$ cat config.mk
export PLATFORM = sky130hd
export DESIGN_NAME = softmax_result_collector
export DESIGN_NICKNAME = d
export VERILOG_FILES = /design/src/rtl/softmax_result_collector.sv
export SDC_FILE = /design/constraint.sdc
export NUM_CORES = 1
export LEC_CHECK = 0
export ABC_AREA = 1
export CELL_PAD_IN_SITES_DETAIL_PLACEMENT = 0
export CELL_PAD_IN_SITES_GLOBAL_PLACEMENT = 1
export CORE_MARGIN = 5
export CORE_UTILIZATION = 45
export CTS_CLUSTER_SIZE = 10
export DETAILED_ROUTE_END_ITERATION = 6
export PLACE_DENSITY_LB_ADDON = 0.1
export SKIP_LAST_GASP = 1
export SYNTH_ARGS = -nofsm -noshare
export SYNTH_HDL_FRONTEND = slang
export SYNTH_SLANG_ARGS = --single-unit
$ cat constraint.sdc
create_clock -name clock_i -period 11.5 [get_ports clock_i]
set_clock_uncertainty 0.15 [all_clocks]
set_input_delay 3.45 -clock clock_i [delete_from_list [all_inputs] [get_ports clock_i]]
set_output_delay 3.45 -clock clock_i [all_outputs]
set_load 0.02 [all_outputs]
$ cat src/rtl/softmax_result_collector.sv
// Captures one softmax output vector into a local register file and serves it back through a
// registered random-access read port once the full vector has arrived.
module softmax_result_collector #(
  parameter int unsigned DATA_SIZE      = 32,
  parameter int unsigned NUMBER_OF_DATA = 10,
  parameter int unsigned ADDR_WIDTH     = 4
) (
  input  logic                  clock_i,
  input  logic                  reset_i,
  input  logic                  start_i,
  input  logic                  data_valid_i,
  input  logic [DATA_SIZE-1:0]  data_i,
  input  logic                  rd_req_i,
  input  logic [ADDR_WIDTH-1:0] rd_addr_i,
  output logic [DATA_SIZE-1:0]  rd_data_o,
  output logic                  rd_valid_o,
  output logic [ADDR_WIDTH:0]   count_o,
  output logic                  busy_o,
  output logic                  done_o,
  output logic                  overflow_o
);

  localparam logic [1:0] StIdle    = 2'd0;
  localparam logic [1:0] StCapture = 2'd1;
  localparam logic [1:0] StDone    = 2'd2;

  localparam logic [ADDR_WIDTH:0] CountLast = (ADDR_WIDTH + 1)'(NUMBER_OF_DATA - 1);
  localparam logic [ADDR_WIDTH:0] CountFull = (ADDR_WIDTH + 1)'(NUMBER_OF_DATA);

  logic [1:0]            state_q, state_d;
  logic [ADDR_WIDTH:0]   count_q, count_d;
  logic                  overflow_q, overflow_d;
  logic [DATA_SIZE-1:0]  rd_data_q, rd_data_d;
  logic                  rd_valid_q, rd_valid_d;

  logic [DATA_SIZE-1:0]  mem_q [NUMBER_OF_DATA];
  logic                  wr_en;
  logic [ADDR_WIDTH-1:0] wr_idx;
  logic                  rd_addr_ok;

  assign wr_idx     = count_q[ADDR_WIDTH-1:0];
  assign rd_addr_ok = ({1'b0, rd_addr_i} < CountFull);

  // Capture FSM; start_i always wins over a beat on the same edge.
  always_comb begin
    state_d    = state_q;
    count_d    = count_q;
    overflow_d = overflow_q;
    wr_en      = 1'b0;
    case (state_q)
      StIdle, StDone: begin
        if (start_i) begin
          state_d    = StCapture;
          count_d    = '0;
          overflow_d = 1'b0;
        end else if (data_valid_i) begin
          overflow_d = 1'b1;
        end
      end
      StCapture: begin
        if (start_i) begin
          count_d    = '0;
          overflow_d = 1'b0;
        end else if (data_valid_i && (count_q < CountFull)) begin
          wr_en   = 1'b1;
          count_d = count_q + 1'b1;
          if (count_q == CountLast) begin
            state_d = StDone;
          end
        end
      end
      default: begin
        state_d = StIdle;
        count_d = '0;
      end
    endcase
  end

  // Reads are only honoured while a complete vector is held.
  always_comb begin
    rd_valid_d = (state_q == StDone) && rd_req_i;
    rd_data_d  = rd_data_q;
    if (rd_valid_d) begin
      rd_data_d = rd_addr_ok ? mem_q[rd_addr_i] : '0;
    end
  end

  always_ff @(posedge clock_i) begin
    if (reset_i) begin
      state_q    <= StIdle;
      count_q    <= '0;
      overflow_q <= 1'b0;
      rd_data_q  <= '0;
      rd_valid_q <= 1'b0;
    end else begin
      state_q    <= state_d;
      count_q    <= count_d;
      overflow_q <= overflow_d;
      rd_data_q  <= rd_data_d;
      rd_valid_q <= rd_valid_d;
    end
  end

  // Buffer contents deliberately survive reset.
  always_ff @(posedge clock_i) begin
    if (wr_en) begin
      mem_q[wr_idx] <= data_i;
    end
  end

  assign rd_data_o  = rd_data_q;
  assign rd_valid_o = rd_valid_q;
  assign count_o    = count_q;
  assign busy_o     = (state_q == StCapture);
  assign done_o     = (state_q == StDone);
  assign overflow_o = overflow_q;

endmodule

==> results of run 1 <==
[cell usage in the layout, fill, tap and decap left out]
master and instances:
sky130_fd_sc_hd__nand2_1 431, sky130_fd_sc_hd__edfxtp_1 320, sky130_fd_sc_hd__inv_1 177, sky130_fd_sc_hd__nor2_1 169, sky130_fd_sc_hd__nand3_1 132, sky130_fd_sc_hd__clkdlybuf4s50_1 77
sky130_fd_sc_hd__clkbuf_16 45, sky130_fd_sc_hd__dfxtp_1 41, sky130_fd_sc_hd__a21oi_1 37, sky130_fd_sc_hd__o21ai_0 33, sky130_fd_sc_hd__clkbuf_1 30, sky130_fd_sc_hd__buf_4 15
sky130_fd_sc_hd__nor2_4 7, sky130_fd_sc_hd__nor3_2 4, sky130_fd_sc_hd__nor3_1 4, sky130_fd_sc_hd__ha_1 4, sky130_fd_sc_hd__buf_2 3, sky130_fd_sc_hd__inv_2 2
sky130_fd_sc_hd__clkinv_2 2, sky130_fd_sc_hd__clkbuf_8 2, sky130_fd_sc_hd__nand4_1 1, sky130_fd_sc_hd__nor2_2 1, sky130_fd_sc_hd__nand2_2 1, sky130_fd_sc_hd__o21bai_1 1
sky130_fd_sc_hd__a211oi_1 1, sky130_fd_sc_hd__buf_6 1
[per-stage QoR]
stage | area, sq um | power [uW] | util (%)
after floorplan | 14900 | 1540 | -
final | 17300 | 2790 | 53.1
after detailed placement | 16100 | 1590 | 49.2
after global placement | 16100 | 1590 | 49.2
after CTS | 17300 | 2820 | 53.1
after global routing | 17300 | 2890 | 53.1
[worst reg2reg max path, delay by kind of cell (launching register included)]
kind | cells | cell delay, ns
buffers and inverters | 3 | 0.77
DFF | 1 | 0.39
and+or+nand+nor | 4 | 1.30
[routing by layer]
| layer | up-vias | global-route usage (%) |
|---|---|---|
| li1 | 4801 | - |
| met1 | 4669 | 25.8 |
| met2 | 204 | 32.4 |
| met3 | 46 | 2.67 |
| met4 | 0 | 4.42 |
| met5 | - | 0 |
[flip-flops by register name, indices dropped and copies added, names as in the netlist]
register    count
rd_data_o      32
mem_q         320
state_q         2
count_o         5
overflow_o      1
rd_valid_o      1
[logic make-up (layout without fill, tap and decap cells)]
group	after synthesis	after routing	share of synthesized area, %
simple gates	750	750	20.2
compound gates	72	72	2.46
flops	361	361	70.1
buf+inv	249	354	6.89
fa+ha+maj	4	4	0.337
[final timing paths]
check / to / cells past startpoint / slack [ns]
worst min-delay path: rd_data_o[14] / 2 / 0.31
worst max-delay path: rd_data_o[18] / 12 / 5.19
worst min register to register: rd_data_o[14] / 2 / 0.31
worst max register to register: mem_q[3][10] / 7 / 8.50
[report_power, final]
part / switching (uW) / internal, uW / total, uW
sequential: 1.35 / 1430 / 1430
combinational: 91.4 / 39.7 / 131
clock: 490 / 737 / 1230
[cell type report]
| class | instances | area [sq um] | area share [%] |
|---|---|---|---|
| sequential | 361 | 10400 | 60.2 |
| clock buffer | 77 | 1270 | 7.31 |
| inverter | 180 | 677 | 3.91 |
| timing repair buffer | 96 | 910 | 5.25 |
| tap | 442 | 553 | 3.19 |
| clock inverter | 1 | 5.00 | 0.0289 |
| multi-input combinational | 826 | 3490 | 20.1 |
==> summary.txt, run 1 <==
SYNTH
--------------------------------------------------------------------------------
Post-synth EDFFs ..................................................          320
Number of synthesized register bits ...............................          361
Most instantiated cells after synthesis ........................... sky130_fd_sc_hd__nand2_1 (432), sky130_fd_sc_hd__edfxtp_1 (320), sky130_fd_sc_hd__inv_1 (178), sky130_fd_sc_hd__nor2_1 (174), sky130_fd_sc_hd__nand3_1 (132)
Top-count cell post-synth ......................................... sky130_fd_sc_hd__nand2_1
Synthesis warning total ...........................................            0
Top cells by area in the synthesized netlist ...................... sky130_fd_sc_hd__edfxtp_1 (65%), sky130_fd_sc_hd__nand2_1 (11%), sky130_fd_sc_hd__dfxtp_1 (5.5%)
Asr flop ratio synth ..............................................           0%
Cell area after technology mapping ................................ 0.0149 sq mm
Sequential area share after synthesis .............................        70.1%
Synth Area per Inst ...............................................   10.4 sq um
Top-area cell type share of the netlist area ......................        64.6%
Synth Net Count ...................................................         1481
Most frequently used flop master after synthesis .................. sky130_fd_sc_hd__edfxtp_1
Biggest area consumer among synthesized cells ..................... sky130_fd_sc_hd__edfxtp_1
Unique cell type count in the Yosys netlist .......................           20
Gate Count Post-Synth .............................................         1436

HOLD PATH
--------------------------------------------------------------------------------
HP Class .......................................................... flop to flop
Origin of the worst min-delay path ................................ rd_data_o[14]

CRITICAL PATH
--------------------------------------------------------------------------------
Buffers & Inverters on Critical Path ..............................            4
Slowest cell delay on critical path ...............................      1.05 ns
CP dominant cell by count ......................................... sky130_fd_sc_hd__nand2_1
Arrival time at the worst endpoint ................................      6.51 ns
Top delay family on crit path ..................................... simple AND/OR/NAND/NOR gates
Largest fanout of any net on the critical path ....................           34
Reg-to-Reg Start ..................................................   state_q[0]
Endpoint required time on the critical path .......................     11.70 ns
Startpoint kind of the worst setup timing path ....................    input pin
Setup crit end kind ...............................................         flop
Category of the critical setup timing path ........................ input pin to flop
Critical-path top delay cell ...................................... sky130_fd_sc_hd__nor2_2
Worst setup path startpoint ....................................... rd_addr_i[1]
Cell breakdown of the critical path ............................... buf_2, buf_4, inv_2, nor2_2, buf_4, nand2_1, nor2_1, nor2_1, nand2_1, nand2_1, nand2_1, a21oi_1

TIMING
--------------------------------------------------------------------------------
Part of the cycle the worst path needs ............................        54.9%
Setup TNS Final ...................................................         0 ns
Total count of max-transition violations in the final report ......            0
Final setup viols .................................................            0
Worst-case headroom to the max-slew limit .........................        21.0%
Fmax ..............................................................      158 MHz
Final Hold Viols ..................................................            0
Slack of the critical path ........................................      5.19 ns
RSZ-0062 raised after global routing ..............................           no
Hold slack final ..................................................     0.313 ns
Transition time at the pin with the least slew margin .............      1.18 ns
Final min period ..................................................      6.31 ns

PLACEMENT
--------------------------------------------------------------------------------
Worst setup slack after placement .................................      4.62 ns
Post-DP HPWL ......................................................      17.8 mm
Placer's final routability congestion estimate ....................        0.746
Total instance count after detailed placement .....................         1905
Number of port buffers ............................................           81

ROUTING
--------------------------------------------------------------------------------
Via count .........................................................         9720
Routed wire length ................................................      34.4 mm
WL/cell ...........................................................      17.3 um
WL met1 ...........................................................      15.9 mm
Residual DRC count ................................................            0
1st-pass router iterations ........................................            4
Met3 wirelength from detailed routing .............................      1.38 mm
Met2 wire len .....................................................      16.5 mm
Initial DRC Count .................................................          501
Detail-routed via count per cell ..................................         4.90
Topmost layer with routed signal wires ............................         met4
Number of nets still failing antenna checks after routing .........            0

FINAL LAYOUT
--------------------------------------------------------------------------------
# fillers .........................................................         2913
Ratio of cells with drive above 1 in the final layout .............        5.39%
ANT cells .........................................................            0
Area Overhead vs Synth ............................................        16.5%
Final standard cell count with taps included and fillers excluded .         1983
Layout net count ..................................................         1552

CLOCKING
--------------------------------------------------------------------------------
Clock sink count ..................................................          361
Post-cts resize count .............................................            0
Hold-fix buffer count after cts ...................................            0
Level count of the clock H-tree ...................................            2
Clk pin slew, worst setup/hold paths ..............................      0.05 ns
Clk Latency, worst-skew pair ......................................      0.52 ns
Clock tree from TritonCTS .........................................          yes
Clk buf depth .....................................................            3
Number of buffers added by the clock tree synthesis step ..........           42
Clock Tree Root ................................................... sky130_fd_sc_hd__clkbuf_16
Buffer count from post-CTS setup fixing ...........................            0

FLOORPLAN
--------------------------------------------------------------------------------
Area of the core .................................................. 0.0326 sq mm
Core Rows .........................................................           66
Die W .............................................................       192 um
Die span in y .....................................................       192 um
Die Footprint ..................................................... 0.0368 sq mm
Count of boundary I/O pins ........................................           82
Initial cell density of the core ..................................        45.6%

PWR
--------------------------------------------------------------------------------
IR drop worst, VDD ................................................     0.123 mV
Power per standard cell area ......................................  161 mW/mm^2
Leakage dissipation ...............................................   0.00675 uW

FLOW RUN
--------------------------------------------------------------------------------
Number of violations of the max-capacitance limit .................            0

GLOBAL ROUTE
--------------------------------------------------------------------------------
Global route total overflow .......................................            0
Wire length of the first global-routing pass ......................      53.9 mm
All-layer global routing usage ....................................        18.9%
Initial antenna violation count ...................................            0
Largest net degree at the start of global routing .................           98
Vias in the first global route ....................................         9572

OUTCOME
--------------------------------------------------------------------------------
Run status ........................................................    completed

Note: power is estimated with default switching activity, not from simulation.
==> inputs of run 2 (changes only) <==
==> constraint.sdc (replaced) <==
create_clock -name clock_i -period 6.55 [get_ports clock_i]
set_clock_uncertainty 0.15 [all_clocks]
set_input_delay 1.965 -clock clock_i [delete_from_list [all_inputs] [get_ports clock_i]]
set_output_delay 1.965 -clock clock_i [all_outputs]
set_load 0.02 [all_outputs]
==> run 2 against run 1 <==
Effect of this change: sequential power rose by 76%; power rose by 74%; final area rose by 0.12%; critical path depth fell by 5; clock power rose by 71%; worst setup slack got worse by 2.8 ns; critical path type unchanged; largest power group unchanged.
==> summary.txt, run 2 (synthesis results as in run 1) <==
FINAL LAYOUT
---------------------------------------------------------------------------
Most frequent cells in the layout ............................ sky130_fd_sc_hd__nand2_1 (431), sky130_fd_sc_hd__edfxtp_1 (320), sky130_fd_sc_hd__inv_1 (177)
Area Overhead vs Synth .......................................        16.7%
ANT cells ....................................................            0
Commonest non-fill, non-tap cell in the layout ............... sky130_fd_sc_hd__nand2_1
Multi-input gate area in the final layout .................... 0.00349 sq mm
# fillers ....................................................         2915
Ratio of cells with drive above 1 in the final layout ........        5.51%
Register bank with the most flops ............................        mem_q
Max FFs per register .........................................          320
Register area ................................................ 0.0104 sq mm
Layout net count .............................................         1556

PWR
---------------------------------------------------------------------------
IR drop worst, VDD ...........................................     0.184 mV
Final Power ..................................................      4850 uW
Power per standard cell area .................................  279 mW/mm^2
Leakage dissipation ..........................................   0.00676 uW

TIMING
---------------------------------------------------------------------------
Final min period .............................................      4.18 ns
Final Hold Viols .............................................            0
Worst-case headroom to the max-slew limit ....................        24.1%
Total count of max-transition violations in the final report .            0
Setup TNS Final ..............................................         0 ns
Part of the cycle the worst path needs .......................        63.9%
Fmax .........................................................      239 MHz
Slack of the critical path ...................................      2.37 ns
Final setup viols ............................................            0
Transition time at the pin with the least slew margin ........      1.14 ns
RSZ-0062 raised after global routing .........................           no

GLOBAL ROUTE
---------------------------------------------------------------------------
Global route total overflow ..................................            0
All-layer global routing usage ...............................        19.2%
Wire length of the first global-routing pass .................      54.4 mm
Initial antenna violation count ..............................            0
Vias in the first global route ...............................         9710
Largest net degree at the start of global routing ............          101

ROUTING
---------------------------------------------------------------------------
1st-pass router iterations ...................................            5
Residual DRC count ...........................................            0
Routed wire length ...........................................      34.5 mm
Number of nets still failing antenna checks after routing ....            0
WL/cell ......................................................      17.4 um
Via count ....................................................         9628
Detail-routed via count per cell .............................         4.85
Initial DRC Count ............................................          704

PLACEMENT
---------------------------------------------------------------------------
Worst setup slack after placement ............................      1.76 ns
Number of port buffers .......................................           81
Placer's final routability congestion estimate ...............        0.748
Post-DP HPWL .................................................      18.5 mm

FLOORPLAN
---------------------------------------------------------------------------
Die W ........................................................       192 um
Count of boundary I/O pins ...................................           82
Die Footprint ................................................ 0.0368 sq mm
Core Rows ....................................................           66
Area of the core ............................................. 0.0326 sq mm
Die span in y ................................................       192 um
Initial cell density of the core .............................        45.6%

CRITICAL PATH
---------------------------------------------------------------------------
Endpoint required time on the critical path ..................      6.61 ns
Critical-path top delay cell ................................. sky130_fd_sc_hd__nor2_4
Cell breakdown of the critical path .......................... clkdlybuf4s50_1, nor2_1, inv_1, nor2_1, nand2_1, nor2_4, buf_4
Register-to-register setup slack .............................      3.80 ns
CP dominant cell by count .................................... sky130_fd_sc_hd__nor2_1
Startpoint kind of the worst setup timing path ...............    input pin
Slowest cell delay on critical path ..........................      0.65 ns
Largest fanout of any net on the critical path ...............           20
Category of the critical setup timing path ................... input pin to flop
Setup crit end kind ..........................................         flop
Arrival time at the worst endpoint ...........................      4.24 ns

CLOCKING
---------------------------------------------------------------------------
Hold-fix buffer count after cts ..............................            0
Level count of the clock H-tree ..............................            2
Clk pin slew, worst setup/hold paths .........................      0.05 ns
Clock tree from TritonCTS ....................................          yes
Buffer count from post-CTS setup fixing ......................            0
Clk Latency, worst-skew pair .................................      0.53 ns
Clk buf depth ................................................            3
Number of buffers added by the clock tree synthesis step .....           42
Clock sink count .............................................          361
Post-cts resize count ........................................            0
Clock Tree Root .............................................. sky130_fd_sc_hd__clkbuf_16

OUTCOME
---------------------------------------------------------------------------
Run status ...................................................    completed

HOLD PATH
---------------------------------------------------------------------------
HP Class ..................................................... flop to flop

FLOW RUN
---------------------------------------------------------------------------
Number of violations of the max-capacitance limit ............            0

## run 2: critical path: cells and delay by family
family | cells | cell delay [ns]
AND/OR/NAND/NOR | 4 | 1.38
buffers and inverters | 3 | 0.90
## run 2: path summary, 6_finish.rpt
kind	start	cells past startpoint	to
worst max-delay path	start_i	7	mem_q[8][28]
worst min-delay path	rd_data_o[13]	2	rd_data_o[13]
worst max register to register	state_q[0]	7	mem_q[8][28]
worst min register to register	rd_data_o[13]	2	rd_data_o[13]
## run 2: through the flow
stage	hold WS [ns]	cells	utilization, %	cell area, sq um
finish	0.311	1985	53.2	17300
global route	0.332	1985	53.2	17300
CTS	0.314	1985	53.2	17300
detailed placement	0.306	1909	49.4	16100
global placement	0.301	1909	49.4	16100
floorplan	0.307	1436	-	14900
## run 2: routing by layer
layer	GRT usage [%]	wire [um]	vias up
met5	0	0	-
met4	4.61	650	0
met3	2.60	1440	46
met2	32.6	16200	211
met1	26.4	16200	4573
li1	-	-	4798
## run 2: layout make-up
cell class	instances	area share [%]
clock buffer	75	7.01
tap	442	3.19
sequential	361	60.1
multi-input combinational	826	20.1
clock inverter	1	0.0505
timing repair buffer	100	5.63
inverter	180	3.90
## run 2: power breakdown
group          switching (uW)  leakage (uW)  internal (uW)
Clock                     855      0.000584           1250
Sequential               2.45       0.00321           2510
Combinational             163       0.00296           70.8
==> inputs of run 3 (changes only) <==
--- a/config.mk
+++ b/config.mk
@@ -9,7 +9,7 @@
 export CELL_PAD_IN_SITES_DETAIL_PLACEMENT = 0
 export CELL_PAD_IN_SITES_GLOBAL_PLACEMENT = 1
 export CORE_MARGIN = 5
-export CORE_UTILIZATION = 45
+export CORE_UTILIZATION = 43
 export CTS_CLUSTER_SIZE = 10
 export DETAILED_ROUTE_END_ITERATION = 6
 export PLACE_DENSITY_LB_ADDON = 0.1
==> constraint.sdc (replaced) <==
create_clock -name clock_i -period 3.4 [get_ports clock_i]
set_clock_uncertainty 0.15 [all_clocks]
set_input_delay 1.02 -clock clock_i [delete_from_list [all_inputs] [get_ports clock_i]]
set_output_delay 1.02 -clock clock_i [all_outputs]
set_load 0.02 [all_outputs]
==> run 3 against run 2 <==
Effect of this change: worst hold slack better by 0.0021 ns; core utilization decreased by 1.7 points; first-iteration DRC count shrank 13%; clock power rose by 95%; global-route usage fell by 0.48 points; sequential power is 93% higher; die area is 4.4% higher; worst setup slack got worse by 1.8 ns; power rose by 94%.
==> summary.txt, run 3 (synthesis results as in run 1) <==
OUTCOME
---------------------------------------------------------------------------
Run status ...................................................    completed

CRITICAL PATH
---------------------------------------------------------------------------
Endpoint required time on the critical path ..................      2.23 ns
Reg-to-Reg Start .............................................   state_q[0]
Slowest cell delay on critical path ..........................      0.64 ns
Register-to-register setup slack .............................      1.40 ns
Cell breakdown of the critical path .......................... inv_1, nor2_1, clkdlybuf4s50_1
Buffers & Inverters on Critical Path .........................            2
Category of the critical setup timing path ................... flop to output port
Critical Path End ............................................       done_o
Depth of the worst register-to-register path .................            8
Arrival time at the worst endpoint ...........................      1.71 ns
Setup crit end kind ..........................................  output port
Largest fanout of any net on the critical path ...............            3
Startpoint kind of the worst setup timing path ...............         flop
Critical register-to-register path endpoint .................. mem_q[6][16]
Critical-path top delay cell ................................. sky130_fd_sc_hd__clkdlybuf4s50_1
Levels on crit path ..........................................            3
Worst setup path startpoint ..................................   state_q[1]
Top delay family on crit path ................................ buffers and inverters

GLOBAL ROUTE
---------------------------------------------------------------------------
Met2 Resource Use GR .........................................        31.0%
Most Crowded Layer GR ........................................         met2
Largest net degree at the start of global routing ............          106
Met3 usage ...................................................        2.68%
Global-route track usage on met1 .............................        26.4%
Wire length of the first global-routing pass .................      56.0 mm
All-layer global routing usage ...............................        18.7%
Vias in the first global route ...............................         9589
Initial antenna violation count ..............................            0
Global route total overflow ..................................            0

TIMING
---------------------------------------------------------------------------
Fmax .........................................................      347 MHz
Worst-case headroom to the max-slew limit ....................        61.5%
Total count of max-transition violations in the final report .            0
RSZ-0062 raised after global routing .........................           no
Setup TNS Final ..............................................         0 ns
Final Hold Viols .............................................            0
Transition time at the pin with the least slew margin ........     0.577 ns
Part of the cycle the worst path needs .......................        84.7%
Final min period .............................................      2.88 ns
Slack of the critical path ...................................     0.521 ns
Final setup viols ............................................            0

CLOCKING
---------------------------------------------------------------------------
Clock tree from TritonCTS ....................................          yes
Clock Tree Root .............................................. sky130_fd_sc_hd__clkbuf_16
Buffer count from post-CTS setup fixing ......................            0
Hold-fix buffer count after cts ..............................            0
Number of buffers added by the clock tree synthesis step .....           42
Clk pin slew, worst setup/hold paths .........................      0.05 ns
Post-cts resize count ........................................            0
Clk buf depth ................................................            3
Clock sink count .............................................          361
Level count of the clock H-tree ..............................            2
Clk Latency, worst-skew pair .................................      0.52 ns

FLOORPLAN
---------------------------------------------------------------------------
Initial cell density of the core .............................        43.3%
Die Footprint ................................................ 0.0384 sq mm
Die W ........................................................       196 um
Core Rows ....................................................           68
Count of boundary I/O pins ...................................           82
Die span in y ................................................       196 um
Area of the core ............................................. 0.0344 sq mm

ROUTING
---------------------------------------------------------------------------
1st-pass router iterations ...................................            5
WL/cell ......................................................      17.7 um
Residual DRC count ...........................................            0
Routed wire length ...........................................      35.7 mm
Number of nets still failing antenna checks after routing ....            0
Via count ....................................................         9635
Initial DRC Count ............................................          614
Detail-routed via count per cell .............................         4.78

PWR
---------------------------------------------------------------------------
Final Power ..................................................      9420 uW
Power per standard cell area .................................  532 mW/mm^2
Leakage dissipation ..........................................   0.00690 uW
IR drop worst, VDD ...........................................     0.356 mV

PLACEMENT
---------------------------------------------------------------------------
Placer's final routability congestion estimate ...............        0.767
Number of port buffers .......................................           81
Worst setup slack after placement ............................     0.365 ns
Post-DP HPWL .................................................      21.0 mm

FINAL LAYOUT
---------------------------------------------------------------------------
Register bank with the most flops ............................        mem_q
Commonest non-fill, non-tap cell in the layout ............... sky130_fd_sc_hd__nand2_1
Ratio of cells with drive above 1 in the final layout ........        6.54%
# fillers ....................................................         3144
Area Overhead vs Synth .......................................        19.0%
Max FFs per register .........................................          320
Layout net count .............................................         1574
Most frequent cells in the layout ............................ sky130_fd_sc_hd__nand2_1 (431), sky130_fd_sc_hd__edfxtp_1 (320), sky130_fd_sc_hd__inv_1 (177)
ANT cells ....................................................            0

FLOW RUN
---------------------------------------------------------------------------
Number of violations of the max-capacitance limit ............            0

HOLD PATH
---------------------------------------------------------------------------
HP Class ..................................................... flop to flop

run 3: cell types whose count changed in the layout (fill, tap and decap cells not counted):
cell and delta:
sky130_fd_sc_hd__buf_12 +16, sky130_fd_sc_hd__buf_4 +2, sky130_fd_sc_hd__bufinv_16 +1, sky130_fd_sc_hd__clkbuf_1 -1
sky130_fd_sc_hd__clkbuf_8 -2, sky130_fd_sc_hd__clkinv_1 +1, sky130_fd_sc_hd__clkinv_2 -1, sky130_fd_sc_hd__inv_4 +1
run 3: area by class of cell:
| class | count | area [sq um] | area share [%] |
|---|---|---|---|
| flip-flops and latches | 361 | 10400 | 58.9 |
| inverters | 180 | 678 | 3.83 |
| multi-input cells | 826 | 3490 | 19.7 |
| well taps | 455 | 569 | 3.22 |
| clock buffers | 72 | 1180 | 6.69 |
| clock inverters | 3 | 42.5 | 0.240 |
| repair buffers | 118 | 1310 | 7.41 |
run 3: per-layer routing:
layer	part of all wire, %	vias to the layer above
li1	-	4835
met1	47	4593
met2	48	163
met3	3.7	44
met4	1.5	0
met5	0	-
run 3: stage by stage:
stage / util (%) / instances / instance area, sq um / hold WS (ns)
after global routing: 51.5 / 2015 / 17700 / 0.329
after CTS: 51.5 / 2015 / 17700 / 0.313
after floorplan: - / 1436 / 14900 / 0.307
after global placement: 47.9 / 1940 / 16500 / 0.302
final: 51.5 / 2015 / 17700 / 0.313
after detailed placement: 47.9 / 1940 / 16500 / 0.304
run 3: power breakdown:
group	internal (uW)	switching (uW)	total, uW
registers	4840	4.55	4840
logic	151	328	479
clock network	2430	1670	4100
run 3: how the worst min path moves through the flow:
stage	startpoint	to	slack, ns	cells after the start
6_report	rd_data_o[31]	rd_data_o[31]	0.31	2
5_1_grt	rd_data_o[27]	rd_data_o[27]	0.33	2
4_1_cts	rd_data_o[13]	rd_data_o[13]	0.31	2
3_5_place_dp	rd_data_o[13]	rd_data_o[13]	0.30	2
3_3_place_gp	rd_data_o[11]	rd_data_o[11]	0.30	2
2_1_floorplan	state_q[1]	state_q[1]	0.31	2
run 3: tightest hold or removal path, cell delays in order (launching register included):
cell and delay (ns):
sky130_fd_sc_hd__dfxtp_1 0.30, sky130_fd_sc_hd__nand2_1 0.06, sky130_fd_sc_hd__a21oi_1 0.05
